<file path="src/rtl/demux_stream_n_pkg.sv">
// Shared definitions for the stream demultiplexer: steering modes and
// the round-robin pointer wrap helper.
package demux_pkg;

   typedef enum logic {
      MODE_SEL = 1'b0,
      MODE_RR  = 1'b1
   } mode_e;

   function automatic int unsigned rr_next(input int unsigned ptr, input int unsigned n);
      return (ptr >= n - 32'd1) ? 32'd0 : ptr + 32'd1;
   endfunction

endpackage

</file>
<file path="src/rtl/demux_stream_n_if.sv">
// Producer/consumer bundle of the 1-to-N stream demux; the slave modport is
// the demux side, the master modport is the producer plus consumers.
interface demux_stream_n_if #(
   parameter int unsigned DATA_W = 8,
   parameter int unsigned N_CH   = 4,
   parameter int unsigned CNT_W  = 8
);
   localparam int unsigned SEL_W = $clog2(N_CH);

   logic                     mode;
   logic [DATA_W-1:0]        in_data;
   logic [SEL_W-1:0]         in_sel;
   logic                     in_valid;
   logic                     in_ready;
   logic [N_CH*DATA_W-1:0]   out_data;
   logic [N_CH-1:0]          out_valid;
   logic [N_CH-1:0]          out_ready;
   logic [SEL_W-1:0]         rr_ptr;
   logic [CNT_W-1:0]         err_cnt;

   modport master (
      output mode, in_data, in_sel, in_valid, out_ready,
      input  in_ready, out_data, out_valid, rr_ptr, err_cnt
   );

   modport slave (
      input  mode, in_data, in_sel, in_valid, out_ready,
      output in_ready, out_data, out_valid, rr_ptr, err_cnt
   );

endinterface

</file>
<file path="src/rtl/demux_stream_n_chan_reg.sv">
// One-entry output register for a single demux channel: fill, drain, hold.
module demux_chan_reg #(
   parameter int unsigned DATA_W = 8
) (
   input  logic              clk,
   input  logic              rst,
   input  logic              fill_i,
   input  logic [DATA_W-1:0] data_i,
   input  logic              ready_i,
   output logic              valid_o,
   output logic [DATA_W-1:0] data_o,
   output logic              free_o
);
   logic              valid_q, valid_d;
   logic [DATA_W-1:0] data_q, data_d;

   // A fill always wins over a drain so drain+fill in one cycle keeps valid high.
   always_comb begin
      valid_d = valid_q;
      data_d  = data_q;
      if (fill_i) begin
         valid_d = 1'b1;
         data_d  = data_i;
      end else if (valid_q && ready_i) begin
         valid_d = 1'b0;
      end
   end

   always_ff @(posedge clk) begin
      if (rst) begin
         valid_q <= 1'b0;
         data_q  <= '0;
      end else begin
         valid_q <= valid_d;
         data_q  <= data_d;
      end
   end

   assign free_o  = !valid_q || ready_i;
   assign valid_o = valid_q;
   assign data_o  = data_q;

endmodule

</file>
<file path="src/rtl/demux_stream_n.sv">
// Registered 1-to-N stream demux: target decode, input handshake,
// round-robin pointer and saturating drop counter; per-channel registers below.
module demux_stream_n
   import demux_pkg::*;
#(
   parameter int unsigned DATA_W = 8,
   parameter int unsigned N_CH   = 4,
   parameter int unsigned CNT_W  = 8
) (
   input logic             clk,
   input logic             rst,
   demux_stream_n_if.slave bus
);
   localparam int unsigned SEL_W = $clog2(N_CH);

   logic [SEL_W-1:0]       tgt;
   int unsigned            tgt_idx;
   logic                   tgt_ok;
   logic                   accept;
   logic [N_CH-1:0]        chan_free;
   logic [(1<<SEL_W)-1:0]  free_pad;
   logic [N_CH-1:0]        fill;
   logic [N_CH-1:0]        valid_w;
   logic [N_CH*DATA_W-1:0] data_w;
   logic [SEL_W-1:0]       rr_ptr_q, rr_ptr_d;
   logic [CNT_W-1:0]       err_cnt_q, err_cnt_d;

   assign tgt     = (mode_e'(bus.mode) == MODE_RR) ? rr_ptr_q : bus.in_sel;
   assign tgt_idx = 32'(tgt);
   assign tgt_ok  = tgt_idx < N_CH;

   // Unused select codes read as "free" so out-of-range beats are accepted and dropped.
   always_comb begin
      free_pad = '1;
      free_pad[N_CH-1:0] = chan_free;
   end

   assign bus.in_ready = !rst && free_pad[tgt];
   assign accept       = bus.in_valid && bus.in_ready;

   for (genvar k = 0; k < N_CH; k++) begin : g_ch
      localparam int unsigned K = k;
      assign fill[k] = accept && (tgt_idx == K);

      demux_chan_reg #(.DATA_W(DATA_W)) u_chan (
         .clk     (clk),
         .rst     (rst),
         .fill_i  (fill[k]),
         .data_i  (bus.in_data),
         .ready_i (bus.out_ready[k]),
         .valid_o (valid_w[k]),
         .data_o  (data_w[k*DATA_W +: DATA_W]),
         .free_o  (chan_free[k])
      );
   end

   always_comb begin
      rr_ptr_d  = rr_ptr_q;
      err_cnt_d = err_cnt_q;
      if (accept && (mode_e'(bus.mode) == MODE_RR)) begin
         rr_ptr_d = SEL_W'(rr_next(32'(rr_ptr_q), N_CH));
      end
      if (accept && !tgt_ok && (err_cnt_q != '1)) begin
         err_cnt_d = err_cnt_q + 1'b1;
      end
   end

   always_ff @(posedge clk) begin
      if (rst) begin
         rr_ptr_q  <= '0;
         err_cnt_q <= '0;
      end else begin
         rr_ptr_q  <= rr_ptr_d;
         err_cnt_q <= err_cnt_d;
      end
   end

   assign bus.out_valid = valid_w;
   assign bus.out_data  = data_w;
   assign bus.rr_ptr    = rr_ptr_q;
   assign bus.err_cnt   = err_cnt_q;

endmodule

</file>
<file path="src/flat_wrapper.sv">
// flat-port wrapper written by rule: the top's interface ports become plain ports
module demux_stream_n_flat import demux_pkg::*;
#(
   parameter int unsigned DATA_W = 8,
   parameter int unsigned N_CH   = 4,
   parameter int unsigned CNT_W  = 8
)
  (clk, rst, bus_mode, bus_in_data, bus_in_sel, bus_in_valid, bus_out_ready, bus_in_ready, bus_out_data, bus_out_valid, bus_rr_ptr, bus_err_cnt);
  demux_stream_n_if #(.DATA_W(DATA_W), .N_CH(N_CH), .CNT_W(CNT_W)) bus_i ();
  input logic clk;
  input logic rst;
  input wire logic [$bits(bus_i.mode)-1:0] bus_mode;
  input wire logic [$bits(bus_i.in_data)-1:0] bus_in_data;
  input wire logic [$bits(bus_i.in_sel)-1:0] bus_in_sel;
  input wire logic [$bits(bus_i.in_valid)-1:0] bus_in_valid;
  input wire logic [$bits(bus_i.out_ready)-1:0] bus_out_ready;
  output wire logic [$bits(bus_i.in_ready)-1:0] bus_in_ready;
  output wire logic [$bits(bus_i.out_data)-1:0] bus_out_data;
  output wire logic [$bits(bus_i.out_valid)-1:0] bus_out_valid;
  output wire logic [$bits(bus_i.rr_ptr)-1:0] bus_rr_ptr;
  output wire logic [$bits(bus_i.err_cnt)-1:0] bus_err_cnt;
  assign bus_i.mode = bus_mode;
  assign bus_i.in_data = bus_in_data;
  assign bus_i.in_sel = bus_in_sel;
  assign bus_i.in_valid = bus_in_valid;
  assign bus_i.out_ready = bus_out_ready;
  assign bus_in_ready = bus_i.in_ready;
  assign bus_out_data = bus_i.out_data;
  assign bus_out_valid = bus_i.out_valid;
  assign bus_rr_ptr = bus_i.rr_ptr;
  assign bus_err_cnt = bus_i.err_cnt;
  demux_stream_n #(.DATA_W(DATA_W), .N_CH(N_CH), .CNT_W(CNT_W)) u_core (.clk(clk), .rst(rst), .bus(bus_i));
endmodule
</file>
<file path="config.mk">
export PLATFORM = sky130hd
export DESIGN_NAME = demux_stream_n_flat
export DESIGN_NICKNAME = d
export VERILOG_FILES = /design/src/rtl/demux_stream_n_pkg.sv /design/src/rtl/demux_stream_n_if.sv /design/src/rtl/demux_stream_n_chan_reg.sv /design/src/rtl/demux_stream_n.sv /design/src/flat_wrapper.sv
export SDC_FILE = /design/constraint.sdc
export NUM_CORES = 1
export LEC_CHECK = 0
export ABC_AREA = 1
export BUFFER_PORTS_ARGS = -buffer_cell sky130_fd_sc_hd__buf_2
export CAP_MARGIN = 25
export CORE_ASPECT_RATIO = 1.1
export CORE_MARGIN = 4
export CORE_UTILIZATION = 25
export CTS_CLUSTER_SIZE = 12
export DETAILED_ROUTE_END_ITERATION = 6
export HOLD_SLACK_MARGIN = 0.02
export PLACE_DENSITY = 0.53
export SYNTH_ARGS = -nofsm -noshare
export SYNTH_HDL_FRONTEND = slang
export SYNTH_SLANG_ARGS = --single-unit
</file>
<file path="constraint.sdc">
create_clock -name clk -period 1.6 [get_ports clk]
set_input_delay 0.16 -clock clk [delete_from_list [all_inputs] [get_ports clk]]
set_output_delay 0.16 -clock clk [all_outputs]
set_load 0.02 [all_outputs]
</file>
# Word level (Yosys, flattened, before mapping)
# Cells that the tools add are included.
[totals]
input_bits = 18
word_cells = 59
register_bits = 46
[op_classes]
eq_ne = 4
add_sub_neg = 2
reduce_logical = 28
mux = 12
magnitude_cmp = 3
[ops]
columns = ["op", "n"]
rows = [
  ["32-bit zero test", 1],
  ["1-bit logical AND", 13],
  ["1-bit two-way mux", 9],
  ["8-bit by 1-bit adder with 8-bit output (second input constant)", 1],
  ["8-bit != test (second input constant)", 1],
  ["2-bit nonzero test", 4],
  ["1-bit zero test", 6],
  ["2-bit by 3-bit less-than comparator with 1-bit output (second input constant)", 2],
  ["2-bit equality test (second input constant)", 2],
  ["1-bit logical OR", 4],
  ["2-bit two-way mux", 2],
  ["2-bit by 1-bit adder with 2-bit output (second input constant)", 1],
  ["1-bit binary-select mux with 2-bit select", 1],
  ["2-bit by 1-bit equality test with 1-bit output (second input constant)", 1],
  ["2-bit greater-or-equal comparator (second input constant)", 1],
]

# Depth between registers and ports, before layout
[depth]
ltp_word = 8
ltp_mapped = 11
depth_no_buf = 10

# By module
# Synthesis repeated with hierarchy kept, for this count alone.
[unflattened]
cells_unflattened = 202
area_unflattened_um2 = 1503.9
[modules_own_cells]
columns = ["module", "seq_area_each_um2", "area_each_um2", "cells_per_inst", "n_inst"]
rows = [
  ["demux_chan_reg", 180.2, 304.0, 38, 4],
  ["demux_stream_n", 40.0, 287.8, 50, 1],
]

# Least setup slack after synthesis
# No wires, ideal clock.
[synth_path]
path_kind = "register to register"
from = "register u_core.rr_ptr_q[0] (netlist: u_core.bus.rr_ptr[0])"
to = "register u_core.g_ch[0].u_chan.data_q[0]"
path_buffers = 1
slack_ns = -0.044
t_arrival_ns = 1.531
synth_period_minus_slack_ns = 1.644
setup_time_ns = 0.113
stages_incl_launch_ff = 11
required_ns = 1.487
path_cell_list = "dfxtp_1 inv_1 nand2_1 nand2_2 nand3_1 nand2_4 nor2_8 nand3_4 buf_6 nor2_1 nor2_1"
[synth_via]
elab_chain_len = 6
elab_cells_between_ends = 7
classes_between = "mux: 3; reduce/logical: 4"
[synth_rtl]
columns = ["element", "line_no", "rtl"]
rows = [
  ["start, declared", "demux_stream_n.sv:25", "logic [SEL_W-1:0] rr_ptr_q, rr_ptr_d;"],
  ["start signal, assigned", "demux_stream_n.sv:73", "rr_ptr_q <= rr_ptr_d;"],
  ["2-bit two-way mux", "demux_stream_n.sv:28", "assign tgt = (mode_e'(bus.mode) == MODE_RR) ? rr_ptr_q : bus.in_sel;"],
  ["1-bit binary-select mux with 2-bit select", "demux_stream_n.sv:38", "assign bus.in_ready = !rst && free_pad[tgt];"],
  ["1-bit two-way mux (not written as such)", "demux_stream_n.sv:38", ""],
  ["1-bit logical AND", "demux_stream_n.sv:38", ""],
  ["net bus_in_ready", "flat_wrapper.sv:17", "output wire logic [$bits(bus_i.in_ready)-1:0] bus_in_ready;"],
  ["1-bit logical AND", "demux_stream_n.sv:39", "assign accept = bus.in_valid && bus.in_ready;"],
  ["1-bit logical AND", "demux_stream_n.sv:43", "assign fill[k] = accept && (tgt_idx == K);"],
  ["end signal, assigned", "demux_stream_n_chan_reg.sv:35", "data_q <= data_d;"],
  ["end, declared", "demux_stream_n_chan_reg.sv:15", "logic [DATA_W-1:0] data_q, data_d;"],
]
# The timed path passes the listed nets, and every way through them passes these cells. The select of a mux whose other input is x is not followed.
# A chain may end at the register's enable or synchronous reset.

# Worst setup path after layout
[layout_path]
from = "register u_core.rr_ptr_q[0] (netlist: u_core.bus.rr_ptr[0])"
to = "output port bus_in_ready"
[layout_via]
elab_chain_len = 4
[layout_rtl]
columns = ["element", "line_no"]
rows = [
  ["2-bit two-way mux", "demux_stream_n.sv:28"],
  ["1-bit binary-select mux with 2-bit select", "demux_stream_n.sv:38"],
  ["1-bit two-way mux (not written as such)", "demux_stream_n.sv:38"],
  ["1-bit logical AND", "demux_stream_n.sv:38"],
  ["end, declared", "flat_wrapper.sv:17"],
]
# No other way between the ends. The select of a mux whose other input is x is not followed.

==> flow_summary.ini <==
[outcome]
status = finished clean

[synthesis]
yosys_warnings = 0
synth_area_leaders = dfxtp_1, nor2_1, nand2_1
ys_ff_latch = 38
syn_inst = 283
netlist-cell-type-count = 20
syn_avg_cell_area_um2 = 6.79
seq_area_frac_synth = 0.396
synth.most_common_cell = nor2_1
synth_flop_cell = dfxtp_1
synth_top_area_cell = dfxtp_1
synth_common_cells = nor2_1, nand2_1, inv_1
synth_edf_count = 0
yosysTopAreaCellShare = 0.396
syn_area_um2 = 1920
synthArstFlopShare = 0

[setup_path]
max_stage_delay_ns = 0.37
worst_setup_path_end_kind = output port
cp-start-kind = flop
path_class = reg2out
endpoint = bus_in_ready
cp_max_fo = 6
path_cells = inv_1 > nand2_2 > nand2_4 > nand3_2 > nand2_4 > nor2_8 > buf_6
startpoint = u_core.bus.rr_ptr[0]$_SDFFE_PP0P_
critical-path-slowest-cell = dfxtp_4
rr_endpoint = u_core.g_ch[3].u_chan.data_o[0]$_SDFFE_PP0P_
r2r_start = u_core.bus.rr_ptr[0]$_SDFFE_PP0P_
reg2reg_slack_ns = 0.07
crit_required_ns = 1.44
reg2reg_depth = 10
crit_path_frequent_cell = nand2_4
cp.arrival_ns = 1.41

[power]
power_density_nw_per_um2 = 959
ir_drop_v = 0.000487
p_leak_nw = 1.37
p_total_mw = 2.41

[placed_design]
portBuffers = 56
place_hpwl_mm = 3.42
post-place-ws_ns = 0.0472
gp_congestion = 0.763
post_dp_cell_area_um2 = 2210

[detailed_routing]
vias = 1752
drt-pass1-iter-count = 4
viasPerCell = 3.91
wl_mm = 5.31
avgRoutedWirePerCell_um = 11.9
ant_nets = 0
drtIter0Drc = 91
drc = 0

[clock_tree]
root_buffer = clkbuf_8
clock_latency_ns = 0.29
cts_num_sinks = 38
cts_tree = built
clock_path_buffers = 2
h-tree-depth = 2
clk_pin_slew_ns = 0.07
numCtsBuffers = 5
cts_hold_buf = 0

[timing]
worst_hold_slack_ns = 0.122
final.setup.worst_slack_ns = 0.0337
clock_skew_ns = 0.00839
finalSetupViolCount = 0
period_needed_ns = 1.57
hold_viol = 0
drv_slew = 0
fmax_ghz = 0.638
fin_crit_sh = 0.979

[worst_hold_path]
min_path_cells = 2
hp-class = in2reg

[cells_and_area]
syn_to_final_growth_pct = 30.5
antennaDiodeCount = 0
finish.net_count = 361
drive_gt1_frac = 0.294
stdcell_area_um2 = 2510

[die]
dieArea_um2 = 9160
start_util = 0.257
fp-row-count = 33
die_width_um = 91.6
core-area_um2 = 7470
die_y_um = 100
io_pins = 65

[grt]
grt_max_degree = 33
grt_pass1_vias = 1560
antenna_found_initial = 0
grt.overflow.total = 0
grt_pass1_wl_mm = 7.70
track_usage = 0.106

[flow_run]
cap_violations = 0
==> layout make-up <==
cell class,instances,area (um^2)
clock buffer,6,82.6
clock inverter,2,60.1
fill,818,4960
inverter,49,185
multi-input combinational,188,955
sequential,38,766
tap,105,131
timing repair buffer,60,329
==> stage by stage <==
| step | setup TNS (ns) | util | std cells |
|---|---|---|---|
| 2_1_floorplan | 0 | - | 290 |
| 3_3_place_gp | 0 | 0.295 | 432 |
| 3_5_place_dp | 0 | 0.295 | 432 |
| 4_1_cts | 0 | 0.315 | 440 |
| 5_1_grt | -0.0584 | 0.336 | 448 |
| 6_report | 0 | 0.336 | 448 |
==> worst max-delay path, delay by kind of cell (launching register included) <==
| kind | cells | cell delay, ns |
|---|---|---|
| buffers and inverters | 2 | 0.21 |
| flip-flops | 1 | 0.37 |
| AND/OR/NAND/NOR | 5 | 0.53 |
==> power breakdown <==
part	switching [mW]	leakage [nW]	internal, mW
Sequential	0.0212	0.310	0.987
Combinational	0.266	0.984	0.120
Clock	0.347	0.0714	0.665
Total	0.635	1.37	1.77
==> how the worst min path moves through the flow <==
stage	start	to	slack (ns)
CTS	rst	u_core.bus.rr_ptr[0]$_SDFFE_PP0P_	0.12
detailed placement	rst	u_core.bus.rr_ptr[0]$_SDFFE_PP0P_	0.43
finish	rst	u_core.bus.rr_ptr[0]$_SDFFE_PP0P_	0.12
global placement	rst	u_core.bus.rr_ptr[0]$_SDFFE_PP0P_	0.44
floorplan	rst	u_core.bus.rr_ptr[0]$_SDFFE_PP0P_	0.22
global route	rst	u_core.bus.rr_ptr[0]$_SDFFE_PP0P_	0.13
==> cell usage in the layout (no fill, tap or decap) <==
cell type / instances
nor2_1: 74
clkbuf_8: 6
buf_4: 3
nand3_1: 1
nand2_1: 70
clkinv_2: 1
nor2_2: 1
nand2_4: 5
ha_1: 1
dfxtp_1: 36
buf_6: 1
nand4_1: 1
bufinv_16: 2
dfxtp_4: 1
inv_2: 2
buf_2: 55
nand3_4: 9
a21oi_1: 5
nor2_8: 1
nand3_2: 4
buf_12: 1
dfxtp_2: 1
inv_1: 46
nand2_2: 7
nor2_4: 1
conb_1: 8
==> logic make-up after synthesis <==
kind of cell | share of synthesized area
adders and majority gates | 0.00651
and+or+nand+nor | 0.401
AOI/OAI and AO/OA | 0.0130
other | 0.00195
DFF | 0.396
buffers and inverters | 0.182
==> state kept, by name, indices dropped and copies added, names as in the netlist <==
signal / flops
u_core.bus.rr_ptr: 2
u_core.g_ch.u_chan.data_o: 32
u_core.g_ch.u_chan.valid_o: 4
==> repair_timing <==
action | CTS | global route
gates cloned | 0 | 5
resized for setup | 1 | 16
setup endpoints to repair | 1 | 33
buffers inserted | 0 | 3
pin swaps | 1 | 10
==> layer usage <==
layer  up-vias  track usage  share of wire
met4         0       0.0348          0.012
met3         7       0.0360          0.068
met2        44        0.179           0.49
met1       779        0.126           0.43
li1        922            -              -
met5         -            0              0
Note: power is estimated with default switching activity, not from simulation.
